## src/rtl/umi_isolate_pkg.sv

```systemverilog
// rtl/umi_isolate_pkg.sv - shared state type and counter sizing for the UMI isolation stage
package umi_isolate_pkg;

  // Controller states; encoding is visible on the iso_state port
  typedef enum logic [1:0] {
    ST_RUN   = 2'd0,
    ST_DRAIN = 2'd1,
    ST_ISO   = 2'd2,
    ST_WAKE  = 2'd3
  } iso_state_t;

  // Bits needed to count 0..max_count; never narrower than one bit
  function automatic int cnt_width(input int max_count);
    return (max_count < 1) ? 1 : $clog2(max_count + 1);
  endfunction

endpackage

```

## src/rtl/umi_isolate_slice.sv

```systemverilog
// rtl/umi_isolate_slice.sv - one-entry UMI register slice with synchronous flush
module umi_isolate_slice #(
  parameter int CW = 32,
  parameter int AW = 64,
  parameter int DW = 256
) (
  input  logic          clk,
  input  logic          reset,
  input  logic          accept_en,
  input  logic          flush,
  input  logic          in_valid,
  input  logic [CW-1:0] in_cmd,
  input  logic [AW-1:0] in_dstaddr,
  input  logic [AW-1:0] in_srcaddr,
  input  logic [DW-1:0] in_data,
  output logic          in_ready,
  output logic          out_valid,
  output logic [CW-1:0] out_cmd,
  output logic [AW-1:0] out_dstaddr,
  output logic [AW-1:0] out_srcaddr,
  output logic [DW-1:0] out_data,
  input  logic          out_ready
);

  logic full;
  logic accept;

  // A stalled entry can be replaced in the same cycle it leaves
  assign in_ready  = accept_en & (~full | out_ready);
  assign accept    = in_valid & in_ready;
  assign out_valid = full;

  // Occupancy: flush wins, then a new beat, then the departing beat
  always_ff @(posedge clk or posedge reset) begin
    if (reset) begin
      full <= 1'b0;
    end else if (flush) begin
      full <= 1'b0;
    end else if (accept) begin
      full <= 1'b1;
    end else if (out_ready) begin
      full <= 1'b0;
    end
  end

  // Payload only loads on accept, so it stays stable while the sink stalls
  always_ff @(posedge clk or posedge reset) begin
    if (reset) begin
      out_cmd     <= '0;
      out_dstaddr <= '0;
      out_srcaddr <= '0;
      out_data    <= '0;
    end else if (accept) begin
      out_cmd     <= in_cmd;
      out_dstaddr <= in_dstaddr;
      out_srcaddr <= in_srcaddr;
      out_data    <= in_data;
    end
  end

endmodule

```

## src/rtl/umi_isolate_drain.sv

```systemverilog
// rtl/umi_isolate_drain.sv - N-channel UMI isolation stage with drain, clamp and wake window
module umi_isolate_drain
  import umi_isolate_pkg::*;
#(
  parameter int N             = 2,
  parameter int CW            = 32,
  parameter int AW            = 64,
  parameter int DW            = 256,
  parameter int ISO           = 1,
  parameter int WAKE_CYCLES   = 4,
  parameter int DRAIN_TIMEOUT = 64
) (
  input  logic            clk,
  input  logic            reset,
  input  logic            iso_req,
  output logic            iso_ack,
  output logic [1:0]      iso_state,
  output logic            drop,
  input  logic [N-1:0]    in_valid,
  input  logic [N*CW-1:0] in_cmd,
  input  logic [N*AW-1:0] in_dstaddr,
  input  logic [N*AW-1:0] in_srcaddr,
  input  logic [N*DW-1:0] in_data,
  output logic [N-1:0]    in_ready,
  output logic [N-1:0]    out_valid,
  output logic [N*CW-1:0] out_cmd,
  output logic [N*AW-1:0] out_dstaddr,
  output logic [N*AW-1:0] out_srcaddr,
  output logic [N*DW-1:0] out_data,
  input  logic [N-1:0]    out_ready
);

  localparam int DCW = cnt_width(DRAIN_TIMEOUT);
  localparam int WCW = cnt_width(WAKE_CYCLES);
  localparam logic [DCW-1:0] DRAIN_LAST = DCW'((DRAIN_TIMEOUT > 0) ? DRAIN_TIMEOUT - 1 : 0);
  localparam logic [WCW-1:0] WAKE_LAST  = WCW'(WAKE_CYCLES - 1);

  iso_state_t      state, state_n;
  logic [DCW-1:0]  drain_cnt;
  logic [WCW-1:0]  wake_cnt;
  logic            req, accept_en, flush, clamp, all_empty, timeout;
  logic [N-1:0]    s_valid;
  logic [N*CW-1:0] s_cmd;
  logic [N*AW-1:0] s_dstaddr, s_srcaddr;
  logic [N*DW-1:0] s_data;

  // A pure-slice build never sees an isolation request
  assign req       = (ISO != 0) & iso_req;
  assign accept_en = (state == ST_RUN);
  assign clamp     = (state == ST_ISO) | (state == ST_WAKE);
  // Counts a slice whose beat is leaving this cycle as already empty
  assign all_empty = &(~s_valid | out_ready);
  assign timeout   = (DRAIN_TIMEOUT != 0) && (drain_cnt == DRAIN_LAST) && (|s_valid);

  for (genvar i = 0; i < N; i++) begin : g_ch
    umi_isolate_slice #(.CW(CW), .AW(AW), .DW(DW)) u_slice (
      .clk         (clk),
      .reset       (reset),
      .accept_en   (accept_en),
      .flush       (flush),
      .in_valid    (in_valid[i]),
      .in_cmd      (in_cmd[i*CW +: CW]),
      .in_dstaddr  (in_dstaddr[i*AW +: AW]),
      .in_srcaddr  (in_srcaddr[i*AW +: AW]),
      .in_data     (in_data[i*DW +: DW]),
      .in_ready    (in_ready[i]),
      .out_valid   (s_valid[i]),
      .out_cmd     (s_cmd[i*CW +: CW]),
      .out_dstaddr (s_dstaddr[i*AW +: AW]),
      .out_srcaddr (s_srcaddr[i*AW +: AW]),
      .out_data    (s_data[i*DW +: DW]),
      .out_ready   (out_ready[i])
    );
  end

  // Clamp mux is driven only by registered state and slice flops
  assign out_valid   = s_valid & {N{~clamp}};
  assign out_cmd     = clamp ? '0 : s_cmd;
  assign out_dstaddr = clamp ? '0 : s_dstaddr;
  assign out_srcaddr = clamp ? '0 : s_srcaddr;
  assign out_data    = clamp ? '0 : s_data;
  assign iso_ack     = clamp;
  assign iso_state   = state;

  // State register
  always_ff @(posedge clk or posedge reset) begin
    if (reset) state <= ST_RUN;
    else       state <= state_n;
  end

  // Next state; a drain that empties wins over an abort, abort wins over timeout
  always_comb begin
    state_n = state;
    flush   = 1'b0;
    case (state)
      ST_RUN:   if (req) state_n = ST_DRAIN;
      ST_DRAIN: begin
        if (all_empty) begin
          state_n = ST_ISO;
        end else if (!req) begin
          state_n = ST_RUN;
        end else if (timeout) begin
          flush   = 1'b1;
          state_n = ST_ISO;
        end
      end
      ST_ISO:   if (!req) state_n = ST_WAKE;
      ST_WAKE: begin
        if (req)                        state_n = ST_ISO;
        else if (wake_cnt == WAKE_LAST) state_n = ST_RUN;
      end
      default:  state_n = ST_RUN;
    endcase
  end

  // Drain and wake counters run only in their own state and sit at zero otherwise
  always_ff @(posedge clk or posedge reset) begin
    if (reset) begin
      drain_cnt <= '0;
      wake_cnt  <= '0;
    end else begin
      drain_cnt <= (state == ST_DRAIN) ? drain_cnt + DCW'(1) : '0;
      wake_cnt  <= (state == ST_WAKE)  ? wake_cnt + WCW'(1)  : '0;
    end
  end

  // Sticky record that a timeout discarded traffic
  always_ff @(posedge clk or posedge reset) begin
    if (reset)      drop <= 1'b0;
    else if (flush) drop <= 1'b1;
  end

endmodule

```

## config.mk

```make
export PLATFORM = sky130hd
export DESIGN_NAME = umi_isolate_drain
export DESIGN_NICKNAME = d
export VERILOG_FILES = /design/src/rtl/umi_isolate_pkg.sv /design/src/rtl/umi_isolate_slice.sv /design/src/rtl/umi_isolate_drain.sv
export SDC_FILE = /design/constraint.sdc
export NUM_CORES = 2
export LEC_CHECK = 0
export ABC_CLOCK_PERIOD_IN_PS = 31000
export CAP_MARGIN = 40
export CORE_AREA = 2 2 647 649
export CTS_BUF_LIST = sky130_fd_sc_hd__clkbuf_8
export DETAILED_ROUTE_END_ITERATION = 8
export DIE_AREA = 0 0 649 651
export PLACE_DENSITY = 0.3
export SYNTH_ARGS = -nofsm -noshare
export SYNTH_HDL_FRONTEND = slang
export SYNTH_HIERARCHICAL = 1
export SYNTH_SLANG_ARGS = --single-unit
```

## constraint.sdc

```tcl
create_clock -name clk -period 31 [get_ports clk]
set_input_delay 7.75 -clock clk [delete_from_list [all_inputs] [get_ports clk]]
set_output_delay 7.75 -clock clk [all_outputs]
set_load 0.05 [all_outputs]
```

# Word level (Yosys, flattened, before mapping)
# Index checks and enable logic that the tools add are counted.
# word_totals
word_cells,69
register_bits,847
in_bits,839
# classes
eq_ne,9
mux,24
addsub,2
n_bitwise,13
reduce_logical,7
# ops
op,count
$mux 512,1
$mux 128,2
$mux 64,1
$mux 2,7
$mux 1,10
$pmux 2 s4,1
$add 7x1->7 const B,1
$eq 7x6->1 const B,1
$mux 7,1
$reduce_bool 3->1,2
$and 1x1->1,4
$eq 2x2->1 const B,2
$ne 2x2->1 const B,2
$ne 4x4->1 const B,1
$reduce_and 4->1,1
$add 3x1->3 const B,1
$eq 3x2->1 const B,1
$mux 3,1
$ne 3x2->1 const B,1
$not 1->1,3
$or 1x1->1,3
$and 2x2->2,1
$eq 2x1->1 const B,1
$logic_not 2->1,1
5 further kinds,5

# Depth between registers and ports, before layout
# depth
word_depth,7
mapped_depth,9

# Cells and area by module
# The synthesis kept the hierarchy.
# modules_own_cells
mod,area_per_inst_um2,cells_each,instances,seq_area_each_um2
umi_isolate_slice,16497.1,885,2,10435.0
umi_isolate_drain,6502.5,986,1,325.3

# Least setup slack after synthesis
# No wires, ideal clock.
# synth_path
path_kind,input to output
from,in out_ready[0]
to,out in_ready[0]
arrival_time_ps,8275
stages,2
required_time_ps,23250
slack_ps,14975
path_cell_list,nand2b_4 and2_1
# synth_via
elab_chain_len,2
# synth_lines
element,line,source
"start, declared",umi_isolate_drain.sv:30,input logic [N-1:0] out_ready
$or 1x1->1,umi_isolate_slice.sv:29,assign in_ready = accept_en & (~full | out_ready);
$and 1x1->1,umi_isolate_slice.sv:29,
"end, declared",umi_isolate_drain.sv:24,"output logic [N-1:0] in_ready,"
# Every way passes these cells.

# Final worst setup path
# layout_path
from,in out_ready[1]
to,out in_ready[1]
# The elaborated chain is that of the path after synthesis.

==> results.ini <==
[logic_synthesis]
synth_cell_type_count=33
synth_seq_cells=847
synth_area_sq_um=39500
syn_area_per_cell_sq_um=14.3
syn_nets=3598
seq_area_frac_synth_pct=53.7
yosys_warnings=6
synthCells=2756

[power]
peakVddDrop_uv=42.5
p_leak_nw=26.9
p_per_area_nw_per_um2=102
total_power_mw=6.91

[worst_hold_path]
min_path_type=register to register

[clocking]
cts_setup_buffers=0
cts_buffer_depth=4
ctsHoldBuffers=0
root_buffer=clkbuf_8
clkSlewWorstSetupHoldPaths_ps=60
clock-sinks=847
clk_latency_ps=1060
postCtsResizedCells=0
cts_tree=built
htree_levels=4
numCtsBuffers=198

[routing]
vias=30700
drt-wirelength-per-cell_um=28.7
viasPerCell=2.99
wl_um=294000
first_pass_iters=5
detail-route-antenna-nets=0
drtIter0Drc=1474
drc_errors=0

[global_route]
gr-total-overflow=0
grt_pass1_wl_um=373000
antenna_found_initial=263
grtUsageTotal_pct=13.4
grt_max_degree=141
grt_pass1_vias=32300

[placed_design]
globalplace.congestion=0.961
dpl_cell_area_sq_um=63700
io_buffers=1678
dp.final_hpwl_um=244000

[setup_path]
path_class=input pin to output port
cp-end-kind=output port
critical_path.max_fanout=3
cp.required_ps=23250
cp-start-kind=input pin
crit_arrival_ps=9710

[floorplan]
dieHeight_um=651
die_x_um=649
fp.coreArea_sq_um=415000
fp-row-count=237
initial_core_util_pct=9.51
die_area_sq_um=422000
boundaryPins=1679

[finish]
fin_nets=5397
post-route-cell-area_sq_um=67800
drive_gt1_share_pct=26.1
nFillCells=45900
syn_to_final_growth_pct=71.7

[timing]
worst_pin_slew_ps=1130
fmax_mhz=57.3
holdWs_ps=442
rsz0062_at_grt=no
hold_viol=0
fin_crit_ps=17460
fin_worst_skew_ps=150
setup_viol_count_final=0
slew_violations=0
slew-limit-headroom_pct=24.8
period_share_pct=56.3
finalSetupTns_ps=0

[status]
status=complete, no violations

[job]
cap_violations=0

-- cells in the mapped netlist, drive strengths merged --
| master | count | share of area, % |
|---|---|---|
| dfrtp | 847 | 54 |
| mux2 | 832 | 28 |
| nor2b | 615 | 9.8 |
| and2b | 220 | 4.2 |
| buf | 102 | 2.4 |
| clkbuf | 84 | 0.80 |
| nor2 | 10 | 0.095 |
| inv | 6 | 0.057 |
| nand2 | 6 | 0.057 |
| a21oi | 5 | 0.063 |
| and2 | 3 | 0.048 |
| ha | 3 | 0.095 |
| nand2b | 3 | 0.086 |
| nand3 | 3 | 0.038 |
| o21ai | 2 | 0.025 |
| or3 | 2 | 0.032 |
| xor2 | 2 | 0.044 |
| a211oi | 1 | 0.019 |
| a311o | 1 | 0.025 |
| a41o | 1 | 0.025 |
| and3 | 1 | 0.016 |
| and4 | 1 | 0.022 |
| mux2i | 1 | 0.025 |
| nor4 | 1 | 0.032 |
| o21a | 1 | 0.019 |
| o221a | 1 | 0.029 |
| o22ai | 1 | 0.016 |
| xnor2 | 1 | 0.022 |
-- critical path, stage by stage --
cell,delay [ps]
clkdlybuf4s50_1,710
nand2b_4,230
and2_1,180
clkdlybuf4s50_1,830
-- cell usage in the layout, fill, tap and decap left out, types with 3 or more instances in the layout --
cell type	instances
inv_8	6
buf_8	21
mux2_2	352
buf_16	37
clkbuf_8	235
and2_1	3
clkinv_8	3
buf_12	7
nor2_1	10
dfrtp_1	846
nor2b_1	613
and2b_1	220
nand2_1	6
ha_1	3
bufinv_16	9
diode_2	47
mux2_4	480
clkdlybuf4s50_1	1677
a21oi_1	5
buf_4	43
clkinvlp_4	3
clkinv_2	18
nand3_1	3
inv_1	68
-- flip-flops by register name, indices dropped and copies added, names as in the netlist --
signal / count
g_ch.u_slice/out_dstaddr: 128
drain_cnt: 7
g_ch.u_slice/out_valid: 2
g_ch.u_slice/out_srcaddr: 128
g_ch.u_slice/out_data: 512
g_ch.u_slice/out_cmd: 64
wake_cnt: 3
iso_state: 2
drop: 1
-- through the flow --
stage | worst slack (ps) | utilization [%] | std cells
after floorplan | 11640 | - | 2756
after global placement | 13550 | 15.0 | 9784
after detailed placement | 13620 | 15.3 | 9847
after CTS | 13610 | 16.3 | 10200
after global routing | 13590 | 16.3 | 10200
final | 13540 | 16.3 | 10200
-- logic make-up (layout without fill, tap and decap cells) --
group	after synthesis	count (layout)	synth area share [%]
and+or+nand+nor	865	865	14.4
adders and majority gates	3	3	0.0950
DFF	847	847	53.7
buffers and inverters	192	2130	3.26
AOI/OAI and AO/OA	13	13	0.222
other	0	47	0
muxes	833	833	28.3
xor gates and xnor gates	3	3	0.0665
-- metal layers --
| metal | global-route usage (%) | up-vias | routed length, um |
|---|---|---|---|
| met1 | 15.7 | 15500 | 119000 |
| met4 | 4.19 | 158 | 9790 |
| met5 | 0 | - | 989 |
| li1 | - | 12900 | - |
| met2 | 22.2 | 1441 | 139000 |
| met3 | 5.48 | 647 | 25700 |
-- path summary, 6_finish.rpt --
path,start,endpoint,slack (ps),cells past startpoint
worst max-delay path,out_ready[1],in_ready[1],13540,4
worst min-delay path,wake_cnt[0],wake_cnt[0],440,1
worst max register to register,iso_state[1],g_ch[0].u_slice/out_data[79],25830,10
worst min register to register,wake_cnt[0],wake_cnt[0],440,1
max in group asynchronous,reset,g_ch[1].u_slice/out_dstaddr[56],20700,5
min in group asynchronous,reset,g_ch[0].u_slice/out_cmd[28],7470,2
-- area by class of cell --
cell class / count / area (sq um) / area share [%]
Clock buffer: 235 / 3230 / 4.77
Sequential cell: 847 / 21200 / 31.3
Tap cell: 5497 / 6880 / 10.1
Antenna cell: 47 / 118 / 0.173
Multi-Input combinational cell: 1717 / 17000 / 25.1
Inverter: 6 / 37.5 / 0.0553
Timing Repair Buffer: 1785 / 18600 / 27.4
Clock inverter: 104 / 758 / 1.12
-- power breakdown --
part           leakage [nW]  switching (mW)  internal, mW
Sequential             10.3           0.424          1.65
Combinational          14.2            1.94          1.50
Clock                  2.29           0.643         0.760
No activity file was read; power rests on OpenSTA's default activity.
